`config.mk`:
```
export PLATFORM = sky130hd
export DESIGN_NAME = top_level_module
export DESIGN_NICKNAME = d
export VERILOG_FILES = /design/src/rtl/top_level_module_pkg.sv /design/src/rtl/top_level_module_bcd_mod60_counter.sv /design/src/rtl/top_level_module.sv
export SDC_FILE = /design/constraint.sdc
export NUM_CORES = 1
export LEC_CHECK = 0
export ABC_CLOCK_PERIOD_IN_PS = 2200
export CAP_MARGIN = 20
export CORE_MARGIN = 4
export CORE_UTILIZATION = 55
export DETAILED_ROUTE_END_ITERATION = 10
export PLACE_DENSITY = 0.85
export SKIP_CTS_REPAIR_TIMING = 1
export SLEW_MARGIN = 40
export SYNTH_ARGS = -nofsm -noshare
export SYNTH_HDL_FRONTEND = slang
export SYNTH_SLANG_ARGS = --single-unit
```
`constraint.sdc`:
```
create_clock -name clk -period 2.2 [get_ports clk]
set_input_delay 0.44 -clock clk [delete_from_list [all_inputs] [get_ports clk]]
set_output_delay 0.44 -clock clk [all_outputs]
set_load 0.01 [all_outputs]
```
`src/rtl/top_level_module_pkg.sv`:
```
// Shared constants, time record and BCD helpers for the 12-hour digital clock.
package top_level_module_pkg;

  localparam int TICKS_PER_SEC_DEF = 100000;

  localparam logic [7:0] SEC_MAX = 8'h59;
  localparam logic [7:0] HR_MAX  = 8'h12;
  localparam logic [7:0] HR_MIN  = 8'h01;

  typedef struct packed {
    logic [7:0] hour;
    logic [7:0] minute;
    logic [7:0] second;
  } bcd_time_t;

  localparam bcd_time_t RESET_TIME = '{hour: 8'h12, minute: 8'h00, second: 8'h00};

  // Both nibbles must be decimal digits
  function automatic logic is_bcd(input logic [7:0] v);
    return (v[7:4] <= 4'd9) && (v[3:0] <= 4'd9);
  endfunction

  function automatic logic is_mod60(input logic [7:0] v);
    return is_bcd(v) && (v <= SEC_MAX);
  endfunction

  // Valid BCD is ordered like binary, so plain byte compares bound the range
  function automatic logic is_hour(input logic [7:0] v);
    return is_bcd(v) && (v >= HR_MIN) && (v <= HR_MAX);
  endfunction

  // 12 -> 01, x9 -> (x+1)0, otherwise bump units
  function automatic logic [7:0] hour_next(input logic [7:0] h);
    if (h == HR_MAX)        return HR_MIN;
    else if (h[3:0] == 4'd9) return {h[7:4] + 4'd1, 4'd0};
    else                     return {h[7:4], h[3:0] + 4'd1};
  endfunction

endpackage

```
`src/rtl/top_level_module_bcd_mod60_counter.sv`:
```
// Packed-BCD 00..59 counter with synchronous load and a carry on the 59 -> 00 step.
module bcd_mod60_counter
  import top_level_module_pkg::*;
#(
  parameter logic [7:0] RST_VAL = 8'h00
) (
  input  logic       clk,
  input  logic       rst_n,
  input  logic       load,
  input  logic [7:0] load_val,
  input  logic       en,
  output logic [7:0] val,
  output logic       carry
);

  assign carry = en && (val == SEC_MAX);

  // Load wins over enable; enable steps the BCD count and wraps at 59
  always_ff @(posedge clk or negedge rst_n) begin
    if (!rst_n)           val <= RST_VAL;
    else if (load)        val <= load_val;
    else if (en) begin
      if (carry)                val <= 8'h00;
      else if (val[3:0] == 4'd9) val <= {val[7:4] + 4'd1, 4'd0};
      else                      val <= {val[7:4], val[3:0] + 4'd1};
    end
  end

endmodule

```
`src/rtl/top_level_module.sv`:
```
// 12-hour BCD clock: one-second prescaler, sec/min counters, hour and AM/PM state.
module top_level_module
  import top_level_module_pkg::*;
#(
  parameter int TICKS_PER_SEC = TICKS_PER_SEC_DEF
) (
  input  logic        clk,
  input  logic        reset,
  input  logic        clkGenRst,
  input  logic        set,
  input  logic [7:0]  hr,
  input  logic [7:0]  min,
  input  logic [7:0]  sec,
  input  logic        dayNight,
  output logic        AM,
  output logic [23:0] digi_clock
);

  localparam int PW = (TICKS_PER_SEC > 1) ? $clog2(TICKS_PER_SEC) : 1;
  localparam logic [PW-1:0] PRESC_MAX = PW'(TICKS_PER_SEC - 1);

  logic [1:0]    rst_sync;
  logic          rst_n;
  logic [PW-1:0] presc;
  logic          tick, set_ok, adv;
  logic          sec_carry, min_carry;
  logic [7:0]    sec_q, min_q, hr_q;
  logic          am_q;

  // Assert asynchronously, release two clocks after reset goes high
  always_ff @(posedge clk or negedge reset) begin
    if (!reset) rst_sync <= 2'b00;
    else        rst_sync <= {rst_sync[0], 1'b1};
  end
  assign rst_n = rst_sync[1];

  // A load with any out-of-range field behaves as if set were low
  assign set_ok = set && is_hour(hr) && is_mod60(min) && is_mod60(sec);
  assign tick   = !clkGenRst && (presc == PRESC_MAX);
  assign adv    = tick && !set_ok;

  // Prescaler: cleared by a load or by clkGenRst, otherwise wraps on tick
  always_ff @(posedge clk or negedge rst_n) begin
    if (!rst_n)                    presc <= '0;
    else if (set_ok || clkGenRst)  presc <= '0;
    else if (tick)                 presc <= '0;
    else                           presc <= presc + PW'(1);
  end

  bcd_mod60_counter #(.RST_VAL(RESET_TIME.second)) u_sec (
    .clk(clk), .rst_n(rst_n), .load(set_ok), .load_val(sec),
    .en(adv), .val(sec_q), .carry(sec_carry)
  );

  bcd_mod60_counter #(.RST_VAL(RESET_TIME.minute)) u_min (
    .clk(clk), .rst_n(rst_n), .load(set_ok), .load_val(min),
    .en(sec_carry), .val(min_q), .carry(min_carry)
  );

  // Hours follow 12,01..11; meridiem flips only on the 11 -> 12 step
  always_ff @(posedge clk or negedge rst_n) begin
    if (!rst_n) begin
      hr_q <= RESET_TIME.hour;
      am_q <= 1'b1;
    end else if (set_ok) begin
      hr_q <= hr;
      am_q <= ~dayNight;
    end else if (min_carry) begin
      hr_q <= hour_next(hr_q);
      if (hr_q == 8'h11) am_q <= ~am_q;
    end
  end

  assign digi_clock = {hr_q, min_q, sec_q};
  assign AM         = am_q;

endmodule

```
======== Word level (Yosys, flattened, before mapping) ========
Cells that the tools add are included.
word-level totals
  output and inout bits ................... 25
  input bits .............................. 29
  bits in registers ....................... 44
cells by class
  mux-type cells .......................... 17
  $add $sub $neg .......................... 7
  equal/unequal tests ..................... 8
  reduce and logical (&&, ||, !) cells .... 28
  order comparisons ....................... 10
  bitwise logic cells ..................... 2
operators by type and width
  cell                   number
  $mux 8                 12
  $mux 17                2
  $add 4x1->4 const B    6
  $le 4x4->1 const B     6
  $add 17x1->17 const B  1
  $eq 17x17->1 const B   1
  $eq 8x5->1 const B     2
  $eq 8x7->1 const B     2
  $le 8x7->1 const B     2
  $logic_and 1x1->1      14
  $eq 4x4->1 const B     3
  $reduce_bool 3->1      3
  $ge 8x1->1 const B     1
  $le 8x5->1 const B     1
  $reduce_and 2->1       4
  $reduce_bool 2->1      4
  $mux 1                 3
  $logic_not 1->1        2
  $not 1->1              2
  $logic_or 1x1->1       1

======== Logic depth before layout (Yosys ltp) ========
  depth after elaboration ................. 14
  depth in mapped cells ................... 9

======== Hierarchy ========
From an unflattened synthesis, not the netlist that was laid out.
unflattened totals
  cells, all modules ...................... 293
  area total of the unflattened synthesis .. 2872.8 um2
modules (own cells, without submodules)
  module             cells each  instances  seq. area each (um2)  area each (um2)
  top_level_module   169         1          704.4                 1626.6
  bcd_mod60_counter  62          2          200.2                 623.1

======== Worst setup path after synthesis ========
No wires, ideal clock.
  path type ............................... register to register
  start ................................... register presc[6]
  end ..................................... register hr_q[3]
  arrival time ............................ 2.158 ns
  clock period less this slack ............ 2.240 ns
  data required time ...................... 2.118 ns
  path slack .............................. -0.040 ns
  buffers on the path ..................... 0
  cell stages (with the launch flop) ...... 6
  library setup time ...................... 0.082 ns
  cell sequence ........................... dfrtp_1 or4b_4 nor4b_4 nand4_2 or4_1 a31oi_1
on the way
  word-level cells in the longest chain between the ends .. 6
ends and longest elaborated chain
  element                         RTL line                                  RTL
  start: declaration              top_level_module.sv:24                    logic [PW-1:0] presc;
  start signal: assignment        top_level_module.sv:47                    else presc <= presc + PW'(1);
  $eq 17x17->1                    top_level_module.sv:39                    assign tick = !clkGenRst && (presc == PRESC_MAX);
  $logic_and 1x1->1               top_level_module.sv:39
  $logic_and 1x1->1               top_level_module.sv:40                    assign adv = tick && !set_ok;
  $logic_and 1x1->1 (2 in a row)  top_level_module_bcd_mod60_counter.sv:16  assign carry = en && (val == SEC_MAX);
  $reduce_bool 2->1 (no line)     --
  end signal: assignment          top_level_module.sv:63                    hr_q <= RESET_TIME.hour;
  end signal: assignment          top_level_module.sv:66                    hr_q <= hr;
  end signal: assignment          top_level_module.sv:69                    hr_q <= hour_next(hr_q);
  end: declaration                top_level_module.sv:27                    logic [7:0] sec_q, min_q, hr_q;
Every way passes these cells.
A chain may end at the register's enable or synchronous reset.

======== Worst setup path after layout ========
  start ................................... register presc[14]
  end ..................................... register hr_q[3]
Same word-level chain as after synthesis.

==> run metrics <==
status finished with violations; violated checks negative setup slack; clock-pin slew on the worst setup and hold paths 0.08 ns; Worst Hold Class input pin to async pin; number of global-route vias before repair 2478; syn nets 324; Leak 0.001592 uW; drt total wl 7.571 mm; I/O Buffers 53; die area 5917 sq um; met3 Use GR 4.801%; fillcell total approximately 260; HPWL after detailed placement between 5 and 6 mm; DRC violations left 0; CTS HTree Levels 2; CTS tree built; initial DRC count 229; met2 Usage GRT 42.25%; Final Hold Viols 0; first-pass GRT wire length 11.39 mm; Yosys reg bits 44; Max-Cap Viols 0; ys async rst share 100.0%; Yosys cell types a little under 50; clock sink count between 40 and 50; Post-Syn Area 2613 sq um; RSZ-0062 raised after global routing yes; CTS Root Cell clkbuf_8; Via Count roughly 2600; crit path time final 2.260 ns; GPL Wtd Cong about 0.9; Max Buffers Root-to-Sink 2; fin util 82.58%; Worst Setup Path Type register to register; Synth Instances 284; EDFF count, synth 0; CTS buffer count 5; drt wl/cell 17.69 um; Peak Freq 0.4424 GHz; CP Launch Type register; DP Area 3450 sq um; Yosys warnings 0; initial antenna violation count 0; DIE HEIGHT 76.92 um; Critical Path End Type register; final-report setup violation count 8; Slew Viols, Final 0; Die X 76.92 um; register area 1105 sq um; worst skew pair latency 0.30 ns; grt total ovfl 0; Synth-to-Final Area Change 41.43%; GRT Overall Usage 23.54%; share of post-route cells with drive strength above 1 19.41%; met1 usage in global routing 27.99%; Worst slew margin 60.34%; starting density of the core around three fifths; io pins 54; PwrDens 470.6 nW/um^2; Multi-input gate area 1508 sq um; register area share after synthesis 42.29%; Worst Clk Skew roughly 0.0053 ns; Layout Nets 415; syn_area_per_cell 9.199 sq um; core box area 4474 sq um; post-layout instance area ~3700 sq um; worst path required time about 2.4 ns; Top FF cell, synth dfrtp_1; crit path max fanout 5; Antenna Nets Post-Route 0; # diodes 0; largest net degree at the start of global routing 43; maximum vdd ir drop roughly 0.00036 V; fin crit share 102.7%; Rows 24; most used routing layer met2; CP arrival 2.48 ns; first-pass iteration count of the detailed router 4; Worst Tran Pin Value approximately 0.6 ns; worst setup margin -0.06045 ns; vias per cell 6.023
## logic make-up after synthesis
logic type,after synthesis,share of synthesized area (%)
xor+xnor,17,5.700
buf+inv,22,3.352
compound gates,53,12.74
mux,4,1.533
flops,44,42.29
fa+ha+maj,11,5.268
other cells,1,0.1435
simple gates,132,28.97
## where the power goes
group | switching (uW) | internal, uW | leakage (uW)
Sequential | 33.1 | 835 | 0.000594
Clock | 289 | 371 | 0.0000614
Combinational | 89.8 | 120 | 0.000936
Total | 412 | 1330 | 0.00159
## routing by layer
metal	up-vias	share of wire [%]
met5	-	0
met4	0	2.7
met3	24	5.3
met2	96	52
met1	1247	40
li1	1211	-
## metrics by stage
step                      hold slack, ns  std cells  setup slack [ns]   TNS, ns  power [uW]
final                             0.2884        428          -0.06045   -0.2440        1739
after detailed placement          0.3297        414           -0.2011    -5.690        1086
after floorplan                   0.1444        284          -0.04021  -0.04883       950.7
after global routing              0.2828        428           -0.1546    -1.375        1798
after CTS                         0.2815        422          -0.07062   -0.2585        1737
after global placement            0.3250        414           -0.1586    -3.888        1079
## registers in the layout, indices dropped and copies added (netlist names)
| name | cells |
|---|---|
| u_sec.val | 8 |
| presc | 17 |
| u_min.val | 8 |
| hr_q | 8 |
| AM | 1 |
| rst_sync | 2 |
## path summary, 6_finish.rpt
| check | startpoint | to | slack [ns] | cells after the start |
|---|---|---|---|---|
| max | presc[14] | hr_q[3] | -0.06 | 6 |
| min | reset | rst_sync[1] | 0.29 | 1 |
| max reg2reg | presc[14] | hr_q[3] | -0.06 | 6 |
| min reg2reg | rst_sync[1] | u_sec.val[1] | 0.32 | 1 |
| max in group asynchronous | rst_sync[1] | AM | 1.52 | 1 |
| min in group clk | rst_sync[0] | rst_sync[1] | 0.36 | 0 |
## cell usage in the layout (no fill, tap or decap), drive strengths merged, types with 3 or more instances in the layout
cell type	n
nand3	13
nor3	7
nand2b	4
or4	4
and3b	4
o21a	3
nor4b	5
nand2	19
nand4	9
and2	4
inv	11
nor2	34
mux2i	4
clkbuf	6
nor3b	3
ha	11
buf	41
xnor2	8
dfrtp	41
xor2	9
nor4	3
o31a	3
or3	8
a21oi	11
o21ai	16
and3	5
a31oi	9
clkdlybuf4s50	53
dfstp	3
nor2b	3
## synthesized netlist by cell type (2+ instances only)
library cell | count | area, sq um
a21oi_1 | 11 | 55.05
a22oi_1 | 2 | 15.01
a31o_2 | 2 | 17.52
a31oi_1 | 9 | 56.30
and2_1 | 4 | 25.02
and3_1 | 5 | 31.28
and3b_1 | 4 | 35.03
clkbuf_1 | 9 | 33.78
dfrtp_1 | 41 | 1026
dfstp_2 | 3 | 78.83
ha_1 | 11 | 137.6
inv_1 | 11 | 41.29
mux2i_1 | 4 | 40.04
nand2_1 | 19 | 71.32
nand2b_1 | 4 | 25.02
nand3_1 | 12 | 60.06
nand3b_1 | 2 | 15.01
nand4_1 | 6 | 37.54
nand4_2 | 2 | 25.02
nor2_1 | 34 | 127.6
nor2b_1 | 3 | 18.77
nor3_1 | 7 | 35.03
nor3b_1 | 3 | 22.52
nor4_1 | 3 | 18.77
nor4b_1 | 4 | 35.03
o21a_1 | 3 | 22.52
o21ai_0 | 16 | 80.08
o31a_1 | 3 | 26.28
or3_1 | 8 | 50.05
or3b_1 | 2 | 17.52
or4_1 | 4 | 30.03
xnor2_1 | 8 | 70.07
xor2_1 | 9 | 78.83
## worst max-delay path: stages, from the launching register on
cell and delay (ns):
dfrtp_1 0.40, or4b_4 0.58, nor4b_4 0.33, buf_4 0.19, nand4_4 0.10, or4_1 0.41
a31oi_1 0.17
## layout make-up
| type | instances | area share (%) |
|---|---|---|
| repair buffers | 94 | 23.13 |
| clock inverters | 2 | 1.050 |
| clock buffers | 6 | 2.235 |
| inverters | 11 | 1.118 |
| multi-input cells | 219 | 40.81 |
| well taps | 52 | 1.761 |
| flip-flops and latches | 44 | 29.90 |
(Power assumes the default switching activity.)
